### config.mk
export PLATFORM = sky130hd
export DESIGN_NAME = pci_cfg_target
export DESIGN_NICKNAME = d
export VERILOG_FILES = /design/src/rtl/pci_pkg.sv /design/src/rtl/pci_par_gen.sv /design/src/rtl/pci_cfg_target.sv
export SDC_FILE = /design/constraint.sdc
export NUM_CORES = 1
export LEC_CHECK = 0
export ABC_CLOCK_PERIOD_IN_PS = 3840
export CORE_MARGIN = 3
export CORE_UTILIZATION = 47
export CTS_BUF_LIST = sky130_fd_sc_hd__clkbuf_4
export CTS_CLUSTER_SIZE = 40
export DETAILED_ROUTE_END_ITERATION = 6
export PLACE_DENSITY = 0.88
export SLEW_MARGIN = 20
export SYNTH_ARGS = -nofsm -noshare
export SYNTH_HDL_FRONTEND = slang
export SYNTH_SLANG_ARGS = --single-unit
### constraint.sdc
create_clock -name clk -period 3.84 [get_ports clk]
set_input_delay 1.152 -clock clk [delete_from_list [all_inputs] [get_ports clk]]
set_output_delay 1.152 -clock clk [all_outputs]
set_load 0.01 [all_outputs]
### src/rtl/pci_pkg.sv
// Shared command codes, target state encoding and decode helper for the PCI config target.
package pci_pkg;

    localparam logic [3:0] CMD_CFG_READ  = 4'b1010;
    localparam logic [3:0] CMD_CFG_WRITE = 4'b1011;

    typedef enum logic [2:0] {
        IDLE,
        BUSY,
        RACC,
        RWAIT,
        RDATA,
        WDATA,
        WSTB,
        TURN
    } state_e;

    // True for the two Type-0 configuration commands this target answers.
    function automatic logic is_cfg_cmd(input logic [3:0] cbe_n);
        return (cbe_n == CMD_CFG_READ) || (cbe_n == CMD_CFG_WRITE);
    endfunction

endpackage

### src/rtl/pci_par_gen.sv
// PAR generation: even parity over the AD/C-BE# values driven this cycle,
// presented on the following clock together with a one-cycle-delayed enable.
module pci_par_gen
    import pci_pkg::*;
#(
    parameter bit PAR_EN = 1'b1
) (
    input  logic        clk,
    input  logic        rst,
    input  logic [31:0] ad,
    input  logic [3:0]  cbe_n,
    input  logic        ad_oe,
    output logic        par_out,
    output logic        par_oe
);

    logic par_d, par_q;
    logic oe_d, oe_q;

    // Next parity bit and enable; both forced low when parity generation is disabled.
    always_comb begin
        par_d = PAR_EN ? ^{ad, cbe_n} : 1'b0;
        oe_d  = PAR_EN ? ad_oe : 1'b0;
    end

    // Parity lags AD by one clock, so PAR stays driven one clock after AD is released.
    always_ff @(posedge clk or negedge rst) begin
        if (!rst) begin
            par_q <= 1'b0;
            oe_q  <= 1'b0;
        end else begin
            par_q <= par_d;
            oe_q  <= oe_d;
        end
    end

    assign par_out = par_q;
    assign par_oe  = oe_q;

endmodule

### src/rtl/pci_cfg_target.sv
// PCI Type-0 configuration target: claims single-dword config reads/writes,
// runs DEVSEL#/TRDY#/STOP# and hands one request per transaction to pci_cfg.
module pci_cfg_target
    import pci_pkg::*;
#(
    parameter logic [2:0] FUNC_NUM = 3'd0,
    parameter bit         PAR_EN   = 1'b1
) (
    input  logic        clk,
    input  logic        rst,
    input  logic        frame_n,
    input  logic        irdy_n,
    input  logic        idsel,
    input  logic [3:0]  cbe_n,
    input  logic [31:0] ad_in,
    output logic [31:0] ad_out,
    output logic        ad_oe,
    output logic        par_out,
    output logic        par_oe,
    output logic        devsel_n_out,
    output logic        trdy_n_out,
    output logic        stop_n_out,
    output logic        ctl_oe,
    output logic        cfg_enable,
    output logic        cfg_iswrite,
    output logic [5:0]  cfg_offset,
    output logic [31:0] cfg_write_val,
    input  logic [31:0] cfg_read_val
);

    state_e      state_d, state_q;
    logic        ctl_oe_d, ctl_oe_q;
    logic        devsel_n_d, devsel_n_q;
    logic        trdy_n_d, trdy_n_q;
    logic        stop_n_d, stop_n_q;
    logic        ad_oe_d, ad_oe_q;
    logic        cfg_enable_d, cfg_enable_q;
    logic        cfg_iswrite_d, cfg_iswrite_q;
    logic [5:0]  cfg_offset_d, cfg_offset_q;
    logic [31:0] cfg_write_val_d, cfg_write_val_q;
    logic [31:0] ad_out_d, ad_out_q;
    logic        claim;

    // Next state and datapath captures; bus controls are decoded from the next
    // state so every output leaves a flop and matches the state it belongs to.
    always_comb begin
        claim = idsel && (ad_in[1:0] == 2'b00) && (ad_in[10:8] == FUNC_NUM)
                && is_cfg_cmd(cbe_n);

        state_d         = state_q;
        cfg_iswrite_d   = cfg_iswrite_q;
        cfg_offset_d    = cfg_offset_q;
        cfg_write_val_d = cfg_write_val_q;
        ad_out_d        = ad_out_q;

        case (state_q)
            IDLE: begin
                if (!frame_n) begin
                    if (claim) begin
                        cfg_offset_d  = ad_in[7:2];
                        cfg_iswrite_d = cbe_n[0];
                        state_d       = cbe_n[0] ? WDATA : RACC;
                    end else begin
                        state_d = BUSY;
                    end
                end
            end
            // Someone else's transaction (or our disconnected burst): wait for bus idle.
            BUSY: begin
                if (frame_n && irdy_n) state_d = IDLE;
            end
            RACC:  state_d = RWAIT;
            RWAIT: begin
                ad_out_d = cfg_read_val;
                state_d  = RDATA;
            end
            RDATA: begin
                if (!irdy_n) state_d = TURN;
            end
            // Byte enables are ignored: pci_cfg only takes whole dwords.
            WDATA: begin
                if (!irdy_n) begin
                    cfg_write_val_d = ad_in;
                    state_d         = WSTB;
                end
            end
            WSTB, TURN: state_d = frame_n ? IDLE : BUSY;
            default:    state_d = IDLE;
        endcase

        ctl_oe_d     = state_d inside {RACC, RWAIT, RDATA, WDATA, WSTB, TURN};
        devsel_n_d   = !(state_d inside {RACC, RWAIT, RDATA, WDATA});
        trdy_n_d     = !(state_d inside {RDATA, WDATA});
        // Disconnect-with-data whenever the master still signals more phases.
        stop_n_d     = !((state_d inside {RDATA, WDATA}) && !frame_n);
        ad_oe_d      = (state_d == RDATA);
        cfg_enable_d = state_d inside {RACC, WSTB};
    end

    // State and registered outputs; reset releases the bus asynchronously.
    always_ff @(posedge clk or negedge rst) begin
        if (!rst) begin
            state_q         <= IDLE;
            ctl_oe_q        <= 1'b0;
            devsel_n_q      <= 1'b1;
            trdy_n_q        <= 1'b1;
            stop_n_q        <= 1'b1;
            ad_oe_q         <= 1'b0;
            cfg_enable_q    <= 1'b0;
            cfg_iswrite_q   <= 1'b0;
            cfg_offset_q    <= 6'd0;
            cfg_write_val_q <= 32'd0;
            ad_out_q        <= 32'd0;
        end else begin
            state_q         <= state_d;
            ctl_oe_q        <= ctl_oe_d;
            devsel_n_q      <= devsel_n_d;
            trdy_n_q        <= trdy_n_d;
            stop_n_q        <= stop_n_d;
            ad_oe_q         <= ad_oe_d;
            cfg_enable_q    <= cfg_enable_d;
            cfg_iswrite_q   <= cfg_iswrite_d;
            cfg_offset_q    <= cfg_offset_d;
            cfg_write_val_q <= cfg_write_val_d;
            ad_out_q        <= ad_out_d;
        end
    end

    pci_par_gen #(
        .PAR_EN (PAR_EN)
    ) u_par_gen (
        .clk     (clk),
        .rst     (rst),
        .ad      (ad_out_q),
        .cbe_n   (cbe_n),
        .ad_oe   (ad_oe_q),
        .par_out (par_out),
        .par_oe  (par_oe)
    );

    assign ad_out        = ad_out_q;
    assign ad_oe         = ad_oe_q;
    assign ctl_oe        = ctl_oe_q;
    assign devsel_n_out  = devsel_n_q;
    assign trdy_n_out    = trdy_n_q;
    assign stop_n_out    = stop_n_q;
    assign cfg_enable    = cfg_enable_q;
    assign cfg_iswrite   = cfg_iswrite_q;
    assign cfg_offset    = cfg_offset_q;
    assign cfg_write_val = cfg_write_val_q;

endmodule

Word level (Yosys, flattened, before mapping) --
Index checks and enable logic that the tools add are counted.
Word-level totals: logic and storage cells 59, output and inout port bits 79, input port bits 73, register bits 82
Cells by class: bitwise gates (word level) 2, equality and inequality tests 15, reductions and logical operators 21, mux-type cells 8
Operator list (number):
- $reduce_xor 36->1 | 1
- $eq 3x3->1 const B | 8
- $pmux 3 s7 | 1
- $mux 3 | 6
- $eq 3x2->1 const B | 4
- $eq 4x4->1 const B | 2
- $logic_not 3->1 | 2
- $reduce_bool 6->1 | 1
- $logic_and 1x1->1 | 5
- $logic_not 1->1 | 4
- $reduce_bool 2->1 | 2
- $reduce_bool 4->1 | 1
- $eq 3x1->1 const B | 1
- $reduce_and 3->1 | 1
- $logic_not 2->1 | 1
- $not 1->1 | 2
- $reduce_and 2->1 | 1
- $reduce_or 2->1 | 1
- $logic_or 1x1->1 | 1
- $mux 1 | 1

Longest topological paths before layout --
Gate-level depths: netlist of run 1.
depth in word-level cells 11, mapped depth 7, gate-level depth less buffers 7

By module --
A second synthesis of run 1 with hierarchy kept.
Second synthesis, totals: cell total of the unflattened synthesis 226, area, all modules 3420.8 um^2
Modules (own cells, without submodules):
- pci_cfg_target | sequential area each 2005.7 um^2, area each 3059.2 um^2, times used 1, cells each 190
- pci_par_gen | sequential area each 50.0 um^2, area each 361.6 um^2, times used 1, cells each 36

Worst setup path before layout of run 1 --
Ideal clock, no wire load.
path kind input to register, from in cbe_n[2], to reg u_par_gen.par_q (netlist: u_par_gen.par_out), data required time 3.715 ns, setup time 0.125 ns, buffers on the path 0, path slack 1.315 ns, arrival time 2.400 ns, stages 7, cell sequence inv_1 ha_1 xnor2_1 xnor2_1 xnor2_1 xnor3_1 xnor2_1
Between the ends: cells in the longest elaborated chain, start to end 1
RTL lines:
- start, declared | line pci_cfg_target.sv:14 | input logic [3:0] cbe_n,
- $reduce_xor 36->1 | line pci_par_gen.sv:22 | par_d = PAR_EN ? ^{ad, cbe_n} : 1'b0;
- net u_par_gen.par_d | line pci_par_gen.sv:17 | logic par_d, par_q;
- end signal, assigned | line pci_par_gen.sv:32 | par_q <= par_d;
- end, declared | line pci_par_gen.sv:17
The timed path passes the listed nets, and every way through them passes these cells. A chain may end at the register's enable or synchronous reset.

Worst setup path after layout of run 1 --
from in cbe_n[0], to reg u_par_gen.par_q (netlist: u_par_gen.par_out)
Same word-level chain as after synthesis.

==> results of run 1 <==
[synthesized netlist by cell type (3+ instances only)]
library cell,count
buf_4,3
xor2_1,4
ha_1,3
dfstp_2,3
nor2_1,5
dfrtp_1,79
clkbuf_1,3
buf_2,5
nand2b_1,3
inv_1,3
mux2_2,70
xnor2_1,27
[worst paths after layout]
check / start / to / slack (ps) / cells past startpoint
max: cbe_n[0] / u_par_gen.par_out / 1040 / 8
min: ad_oe / u_par_gen.par_oe / 400 / 0
max reg2reg: state_q[1] / cfg_write_val[21] / 2100 / 4
min reg2reg: ad_oe / u_par_gen.par_oe / 400 / 0
max in group asynchronous: rst / ad_out[2] / 2580 / 1
min in group asynchronous: rst / cfg_write_val[20] / 760 / 1
[placed cells by master, fill, tap and decap left out]
cell             netlist  layout
o32ai_2                1       1
dfrtp_1               79      79
and2_1                 1       1
ha_1                   3       3
xnor2_1               27      27
nand3b_1               1       1
bufinv_16              0       2
xnor3_1                1       1
mux2_1                 1       1
o22ai_1                1       1
nand2b_1               3       3
inv_1                  3       3
buf_6                  0       1
or2_1                  2       2
a41oi_1                1       1
a21oi_1                1       1
nand2_1                1       1
nor3_1                 1       1
o21ai_1                1       1
and3_1                 1       1
buf_4                  3       2
dfstp_2                3       3
nor4b_1                2       2
nor2b_1                2       2
clkinv_2               0       1
clkinv_1               0       1
nor2_1                 5       5
mux2_2                70      70
clkbuf_4               0      12
clkdlybuf4s50_1        0     150
and4_1                 2       2
a211oi_1               1       1
xor2_1                 4       4
a22o_1                 2       2
[power by group]
group / internal [mW] / leakage, nW / total (mW) / switching [mW]
sequential: 1.29 / 0.989 / 1.57 / 0.284
clock: 0.284 / 0.0890 / 0.561 / 0.277
combinational: 1.65 / 1.09 / 2.60 / 0.955
[metrics by stage]
step | utilization, % | area [sq um] | hold WS [ps]
floorplan | - | 3450 | 416.0
global placement | 72.50 | 5035 | 360.6
detailed placement | 72.50 | 5035 | 381.1
CTS | 74.79 | 5194 | 407.3
global route | 74.85 | 5197 | 420.3
finish | 74.85 | 5197 | 403.5
[worst register-to-register path: stages, from the launching register on]
cell and delay (ps):
dfrtp_1 490, nor2_1 200, and3_1 170, buf_4 370
mux2_2 400
[sequential cells by signal, indices dropped and copies added, names as in the netlist]
signal / flops
stop_n_out: 1
ad_oe: 1
cfg_offset: 6
devsel_n_out: 1
ad_out: 32
ctl_oe: 1
state_q: 3
cfg_write_val: 32
trdy_n_out: 1
u_par_gen.par_oe: 1
cfg_iswrite: 1
cfg_enable: 1
u_par_gen.par_out: 1
[cells by family after synthesis]
group | share of synthesized area [%]
buf+inv | 2.031
xor+xnor | 8.524
mux | 23.18
compound gates | 1.923
flops | 59.59
fa+ha+maj | 1.088
simple gates | 3.664
[per-layer routing]
| layer | GRT usage [%] | vias up |
|---|---|---|
| li1 | - | 1100 |
| met4 | 8.543 | 0 |
| met5 | 0 | - |
| met3 | 4.594 | 13 |
| met2 | 33.78 | 81 |
| met1 | 21.67 | 1156 |
[area by class of cell]
cell class	count	area (sq um)	area share [%]
Clock buffer	12	90.09	1.733
Clock inverter	4	68.82	1.324
Inverter	3	11.26	0.2167
Multi-Input combinational cell	135	1324	25.47
Sequential cell	82	2056	39.55
Tap cell	96	120.1	2.311
Timing Repair Buffer	153	1528	29.39
==> results_dict.tcl, run 1 <==
set metrics [dict create \
    path_max_fanout 4 \
    die-area_sq_mm 0.008403 \
    syn_area_sq_mm 0.003450 \
    insertion_delay_ps 410 \
    dp.cells 469 \
    syn_nets 307 \
    ctsResizeCount 0 \
    finalSetupTns_ps 0 \
    avgSynthCellArea_sq_um 14.93 \
    wl_met3_um 410 \
    vias 2350 \
    cts.path.max_buffers 2 \
    fin_nets 460 \
    ys_warn_count 0 \
    leakage_nw 2.169 \
    synth-edff-count 0 \
    place_ws_ps 583.7 \
    hpwl_mm 5.868 \
    critPathLaunchType "input port" \
    crit_buf_inv 2 \
    coreArea_sq_mm 0.006944 \
    ys_ff_latch 82 \
    cts_hold_buf 0 \
    overflow 0 \
    fill_cells 479 \
    p_total_mw 4.736 \
    worst_ep_arrival_time_ps 3090 \
    cpMostUsedCell "xnor2_1" \
    area_delta_synth_final_pct 50.67 \
    start_util_pct 49.68 \
    diodes 0 \
    finClkSkew_ps 15.74 \
    cts_root_buffer "clkbuf_4" \
    firstDrtPassIters 4 \
    crit_required_ps 4140 \
    path_clk_slew_ps 110 \
    htree_levels 3 \
    path_class "input port to flip-flop" \
    fin_crit_sh_pct 72.85 \
    die_h_um 91.67 \
    synth_area_leaders "dfrtp_1 (57%), mux2_2 (23%), xnor2_1 (6.9%)" \
    yosysTopAreaCellShare_pct 57.31 \
    ys_types 30 \
    rsz0062_at_grt "no" \
    cts_inserted_buffers 9 \
    drc_errors 0 \
    hold_class "flip-flop to flip-flop" \
    ant_nets 0 \
    yosys.area.top_type "dfrtp_1" \
    critPathMaxStageDelay_ps 520 \
    setup_viol 0 \
    drv_slew 0 \
    min_period_ps 2798 \
    instances_no_fill 485 \
    viasPerCell 4.845 \
    drtIter0Drc 84 \
    crit_chain "clkdlybuf4s50_1, inv_1, ha_1, xnor2_1, xnor2_1, xnor2_1, xnor3_1, xnor2_1" \
    endpoint_kind "flip-flop" \
    post_cts_buffers 0 \
    port_buffers 151 \
    grt_pass1_wl_mm 12.56 \
    max_freq_mhz 357.4 \
    met1_length_mm 3.100 \
    die_w_um 91.67 \
    cts_tree "done" \
    worst_pin_slew_ps 721.8 \
    grt_start_max_net_pins 83 \
    seq_area_frac_synth_pct 59.59 \
    antenna_found_initial 0 \
    synthArstFlopShare_pct 100.0 \
    wl_met2_mm 4.085 \
    routabilityCongestion 0.7871 \
    synthFlopType "dfrtp_1" \
    slew_headroom_pct 51.88 \
    timing.final.ws_setup_ps 1042 \
    drt-total-wl_mm 7.779 \
    wl_per_cell_um 16.04 \
    grtUsageTotal_pct 19.06 \
    ir_drop_uv 571.7 \
    routed.top_layer "met4" \
    syn-instance-count 231 \
    finalHoldViolations 0 \
    rows 30 \
    cts.sink_count 82 \
    status "finished clean" \
    worst_path_max_delay_cell "clkdlybuf4s50_1" \
    ios 152 \
    drv_cap 0 \
    critical-path-top-delay-family "XOR/XNOR gates" \
    drive_gt1_share_pct 23.65 \
    grt_pass1_vias 2528 \
    p_per_area_mw_per_mm2 911.1 \
]
Note: power is estimated with default switching activity, not from simulation.
==> run 2, diff against run 1 <==
ABC_CLOCK_PERIOD_IN_PS = 2550   (was 3840)
CORE_UTILIZATION = 39   (was 47)
PLACE_DENSITY = 0.78   (was 0.88)
clock period = 2.55 ns   (was 3.84 ns; I/O delays follow)
==> results_dict.tcl, run 2 (synthesized netlist as in run 1, its figures left out) <==
set metrics [dict create \
    drv_slew 0 \
    grt_start_max_net_pins 48 \
    min_period_ps 2282 \
    r2r_start "ad_out[11]" \
    ctsResizeCount 0 \
    coreArea_sq_mm 0.008382 \
    cpMostUsedCell "xnor2_1" \
    status "finished clean" \
    grt_pass1_wl_mm 12.33 \
    p_total_mw 7.141 \
    worst_path_max_delay_cell "clkdlybuf4s50_1" \
    start_util_pct 41.16 \
    htree_levels 3 \
    hold_class "input port to asynchronous set/reset pin" \
    crit_chain "clkdlybuf4s50_1, inv_1, ha_1, xnor2_1, xnor2_1, xnor2_1, xnor3_1, xnor2_1" \
    endpoint_kind "flip-flop" \
    whs_ps 282.2 \
    port_buffers 151 \
    cts.path.max_buffers 2 \
    drive_gt1_share_pct 25.56 \
    drv_cap 0 \
    cts_tree "done" \
    path_max_fanout 2 \
    rsz0062_at_grt "no" \
    cts_hold_buf 0 \
    max_freq_mhz 438.2 \
    drt-total-wl_mm 7.554 \
    wl_per_cell_um 14.99 \
    antenna_found_initial 0 \
    post_cts_buffers 0 \
    cp-startpoint "cbe_n[0]" \
    mostFrequentLayoutCell "clkdlybuf4s50_1" \
    firstDrtPassIters 4 \
    drtIter0Drc 37 \
    cts_inserted_buffers 9 \
    overflow 0 \
    viasPerCell 4.683 \
    die_w_um 100.0 \
    fin_util_pct 63.17 \
    vias 2360 \
    rows 33 \
    worst_ep_arrival_time_ps 2580 \
    p_per_area_mw_per_mm2 1349 \
    cts.sink_count 82 \
    grtUsageTotal_pct 15.47 \
    routabilityCongestion 0.7504 \
    cts_root_buffer "clkbuf_4" \
    path_clk_slew_ps 140 \
    layout_common_cells "clkdlybuf4s50_1 (150), dfrtp_1 (79), mux2_2 (70)" \
    finalHoldViolations 0 \
    drc_errors 0 \
    r2r_slack_ps 790 \
    fin_nets 470 \
    critPathLaunchType "input port" \
    setup_viol 0 \
    area_delta_synth_final_pct 53.50 \
    insertion_delay_ps 400 \
    ios 152 \
    crit_required_ps 2840 \
    finClkSkew_ps 22.02 \
    die-area_sq_mm 0.01001 \
    fill_cells 661 \
    slew_headroom_pct 69.38 \
    hpwl_mm 5.990 \
    critical-path-top-delay-family "XOR/XNOR gates" \
    final_area_sq_mm 0.005295 \
    die_h_um 100.0 \
    path_class "input port to flip-flop" \
    critPathMaxStageDelay_ps 470 \
    ir_drop_uv 1002 \
    leakage_nw 2.217 \
    grt_pass1_vias 2576 \
    worst_pin_slew_ps 459.3 \
    placed_cell_area_sq_mm 0.005134 \
    diodes 0 \
    crit_buf_inv 2 \
    ant_nets 0 \
    fin_crit_sh_pct 89.50 \
]
run 2: report_power, final:
group	internal (mW)	leakage, nW	total (mW)	switching [mW]
Combinational	2.52	1.14	3.93	1.41
Clock	0.396	0.0835	0.832	0.436
Sequential	1.94	0.989	2.38	0.436
Total	4.85	2.22	7.14	2.29
run 2: layer usage:
metal  track usage (%)  wire [um]  part of all wire [%]
met1             19.32       3030                    40
met2             25.96       3771                    50
met3             5.490        670                   8.9
met4             3.523         82                   1.1
met5                 0          0                     0
run 2: area by class of cell:
type / instances / area, sq um / share of cell area [%]
Inverter: 3 / 11.26 / 0.2127
Multi-Input combinational cell: 135 / 1324 / 25.00
Tap cell: 105 / 131.4 / 2.481
Sequential cell: 82 / 2056 / 38.82
Clock inverter: 7 / 93.84 / 1.772
Clock buffer: 9 / 67.56 / 1.276
Timing Repair Buffer: 163 / 1612 / 30.43
run 2: worst paths after layout:
path / cells past startpoint / to
max: 8 / u_par_gen.par_out
min: 1 / ad_out[13]
max reg2reg: 5 / u_par_gen.par_out
min reg2reg: 0 / u_par_gen.par_oe
max in group asynchronous: 2 / trdy_n_out
min in group clk: 0 / u_par_gen.par_oe
run 2: per-stage QoR:
stage,cells,TNS (ps),setup slack [ps]
2_1_floorplan,231,0,411.8
3_3_place_gp,488,-164.3,-133.0
3_5_place_dp,488,-748.9,-174.4
4_1_cts,504,0,274.7
5_1_grt,504,0,212.7
6_report,504,0,267.8
==> run 3, diff against run 2 <==
ABC_AREA = 1   (was not set)
CORE_UTILIZATION = 41   (was 39)
==> results_dict.tcl, run 3 <==
set metrics [dict create \
    status "finished clean" \
    worst_ep_arrival_time_ps 1500 \
    overflow 0 \
    insertion_delay_ps 410 \
    rows 35 \
    finClkSkew_ps 16.04 \
    cts_root_buffer "clkbuf_4" \
    syn_area_sq_mm 0.003974 \
    p_per_area_mw_per_mm2 1252 \
    firstDrtPassIters 4 \
    crit_required_ps 1790 \
    ys_ff_latch 82 \
    ys_warn_count 0 \
    leakage_nw 2.838 \
    ys_types 27 \
    whs_ps 278.9 \
    fin_nets 688 \
    critPathMaxStageDelay_ps 570 \
    placed_cell_area_sq_mm 0.005627 \
    synthFlopType "dfrtp_1" \
    path_clk_slew_ps 150 \
    cts_inserted_buffers 9 \
    die_h_um 104.5 \
    ctsResizeCount 0 \
    instances_no_fill 746 \
    final_area_sq_mm 0.005769 \
    post_cts_buffers 0 \
    cts.sink_count 82 \
    syn-instance-count 456 \
    syn_nets 532 \
    wl_per_cell_um 13.53 \
    critical-path-top-delay-family "buffers and inverters" \
    ios 152 \
    seq_area_sq_mm 0.002056 \
    synthArstFlopShare_pct 100.0 \
    avgSynthCellArea_sq_um 8.714 \
    yosysTopAreaCellShare_pct 49.75 \
    routabilityCongestion 0.7815 \
    endpoint_kind "output port" \
    synth.top_cells.by_count "nand2_1 (213), dfrtp_1 (79), inv_1 (35), o21ai_1 (21), mux2_4 (17)" \
    coreArea_sq_mm 0.009328 \
    grtUsageTotal_pct 18.83 \
    crit_buf_inv 1 \
    finalHoldViolations 0 \
    critPathLaunchType "flip-flop" \
    hold_class "input port to asynchronous set/reset pin" \
    antenna_found_initial 0 \
    drv_slew 0 \
    synth-edff-count 0 \
    hpwl_mm 7.723 \
    worst_pin_slew_ps 467.1 \
    ant_nets 0 \
    ir_drop_uv 778.8 \
    die-area_sq_mm 0.01091 \
    yosys.area.top_type "dfrtp_1" \
    grt_pass1_wl_mm 16.86 \
    seq_area_frac_synth_pct 51.73 \
    slew_headroom_pct 68.86 \
    drv_cap 0 \
    path_max_fanout 1 \
    seqPwrFrac_pct 32.7 \
    cts_tree "done" \
    grt_pass1_vias 3510 \
    htree_levels 3 \
    power.switching_mw 2.989 \
    share_comb_of_total_power_pct 56.5 \
    internal-power_mw 4.233 \
    path_class "flip-flop to output port" \
    min_period_ps 2265 \
    netSwitchingFraction_pct 41.39 \
    rsz0062_at_grt "no" \
    port_buffers 151 \
    drtIter0Drc 134 \
    max_freq_mhz 441.5 \
    cts_hold_buf 0 \
    crit_chain "clkdlybuf4s50_1" \
    die_w_um 104.5 \
    worst_path_max_delay_cell "clkdlybuf4s50_1" \
    cts.path.max_buffers 2 \
    layout_common_cells "nand2_1 (213), clkdlybuf4s50_1 (150), dfrtp_1 (79)" \
    drt-total-wl_mm 10.10 \
    fin_crit_sh_pct 88.82 \
    p_total_mw 7.222 \
    multi_input_area_sq_mm 0.001692 \
    fill_cells 807 \
    clkPwrFrac_pct 10.8 \
    start_util_pct 42.60 \
    drc_errors 0 \
    area_delta_synth_final_pct 45.18 \
    synth_area_leaders "dfrtp_1 (50%), nand2_1 (20%), mux2_4 (6.4%)" \
    grt_start_max_net_pins 49 \
    setup_viol 0 \
    vias 3531 \
    fin_util_pct 61.85 \
    drive_gt1_share_pct 8.914 \
    dp.cells 730 \
    mostFrequentLayoutCell "nand2_1" \
    diodes 0 \
    viasPerCell 4.733 \
    synth.most_common_cell "nand2_1" \
]
==> run 3: cell types whose count changed in the layout (fill, tap and decap cells not counted), sizes merged, moves of 3 or more <==
cell    change
buf         -7
inv        +36
mux2       -50
nand2     +213
nand2b      -3
nand3      +16
nand4       +5
nor2        +3
o21ai      +32
xnor2      -17
xor2        +3
==> run 3: kinds of logic (layout without fill, tap and decap cells) <==
family | Yosys count | count (layout) | synth area share [%]
fa+ha+maj | 3 | 3 | 0.9447
buf+inv | 50 | 211 | 5.856
simple gates | 246 | 246 | 25.25
compound gates | 37 | 37 | 4.912
mux | 21 | 21 | 7.556
flops | 82 | 82 | 51.73
xor+xnor | 17 | 17 | 3.747
==> run 3: layout make-up <==
type / count / area share, %
well taps: 129 / 2.798
clock buffers: 10 / 1.301
repair buffers: 156 / 27.24
multi-input cells: 324 / 29.32
flip-flops and latches: 82 / 35.63
inverters: 39 / 2.537
clock inverters: 6 / 1.171
==> run 3: final timing paths <==
kind	start	to	slack [ps]	depth (start not counted)
worst max-delay path	devsel_n_out	devsel_n_out	290	1
worst min-delay path	rst	cfg_write_val[23]	280	1
worst max register to register	state_q[1]	ad_oe	980	7
worst min register to register	ad_oe	u_par_gen.par_oe	400	0
max in group asynchronous	rst	trdy_n_out	1580	2
min in group clk	ad_oe	u_par_gen.par_oe	400	0
==> run 3: power by group through the flow <==
stage	Combinational, mW	Sequential, mW	Clock [mW]
after floorplan	2.14	2.59	0
after global placement	3.95	2.36	0
after detailed placement	4.10	2.38	0
after CTS	4.12	2.36	0.807
after global routing	4.55	2.44	0.862
final	4.08	2.36	0.783
==> run 3: metrics by stage <==
stage                     setup WS (ps)  setup TNS (ps)
after floorplan                   683.4               0
after global placement            11.25               0
after detailed placement         -36.07          -36.07
after CTS                         240.6               0
after global routing              219.4               0
final                             285.0               0
==> run 3: routing by layer <==
layer	vias to the layer above	track usage, %	wire (um)
li1	1743	-	-
met1	1661	23.80	4436
met2	104	31.55	4992
met3	23	3.104	350
met4	0	8.642	316
met5	-	0	0
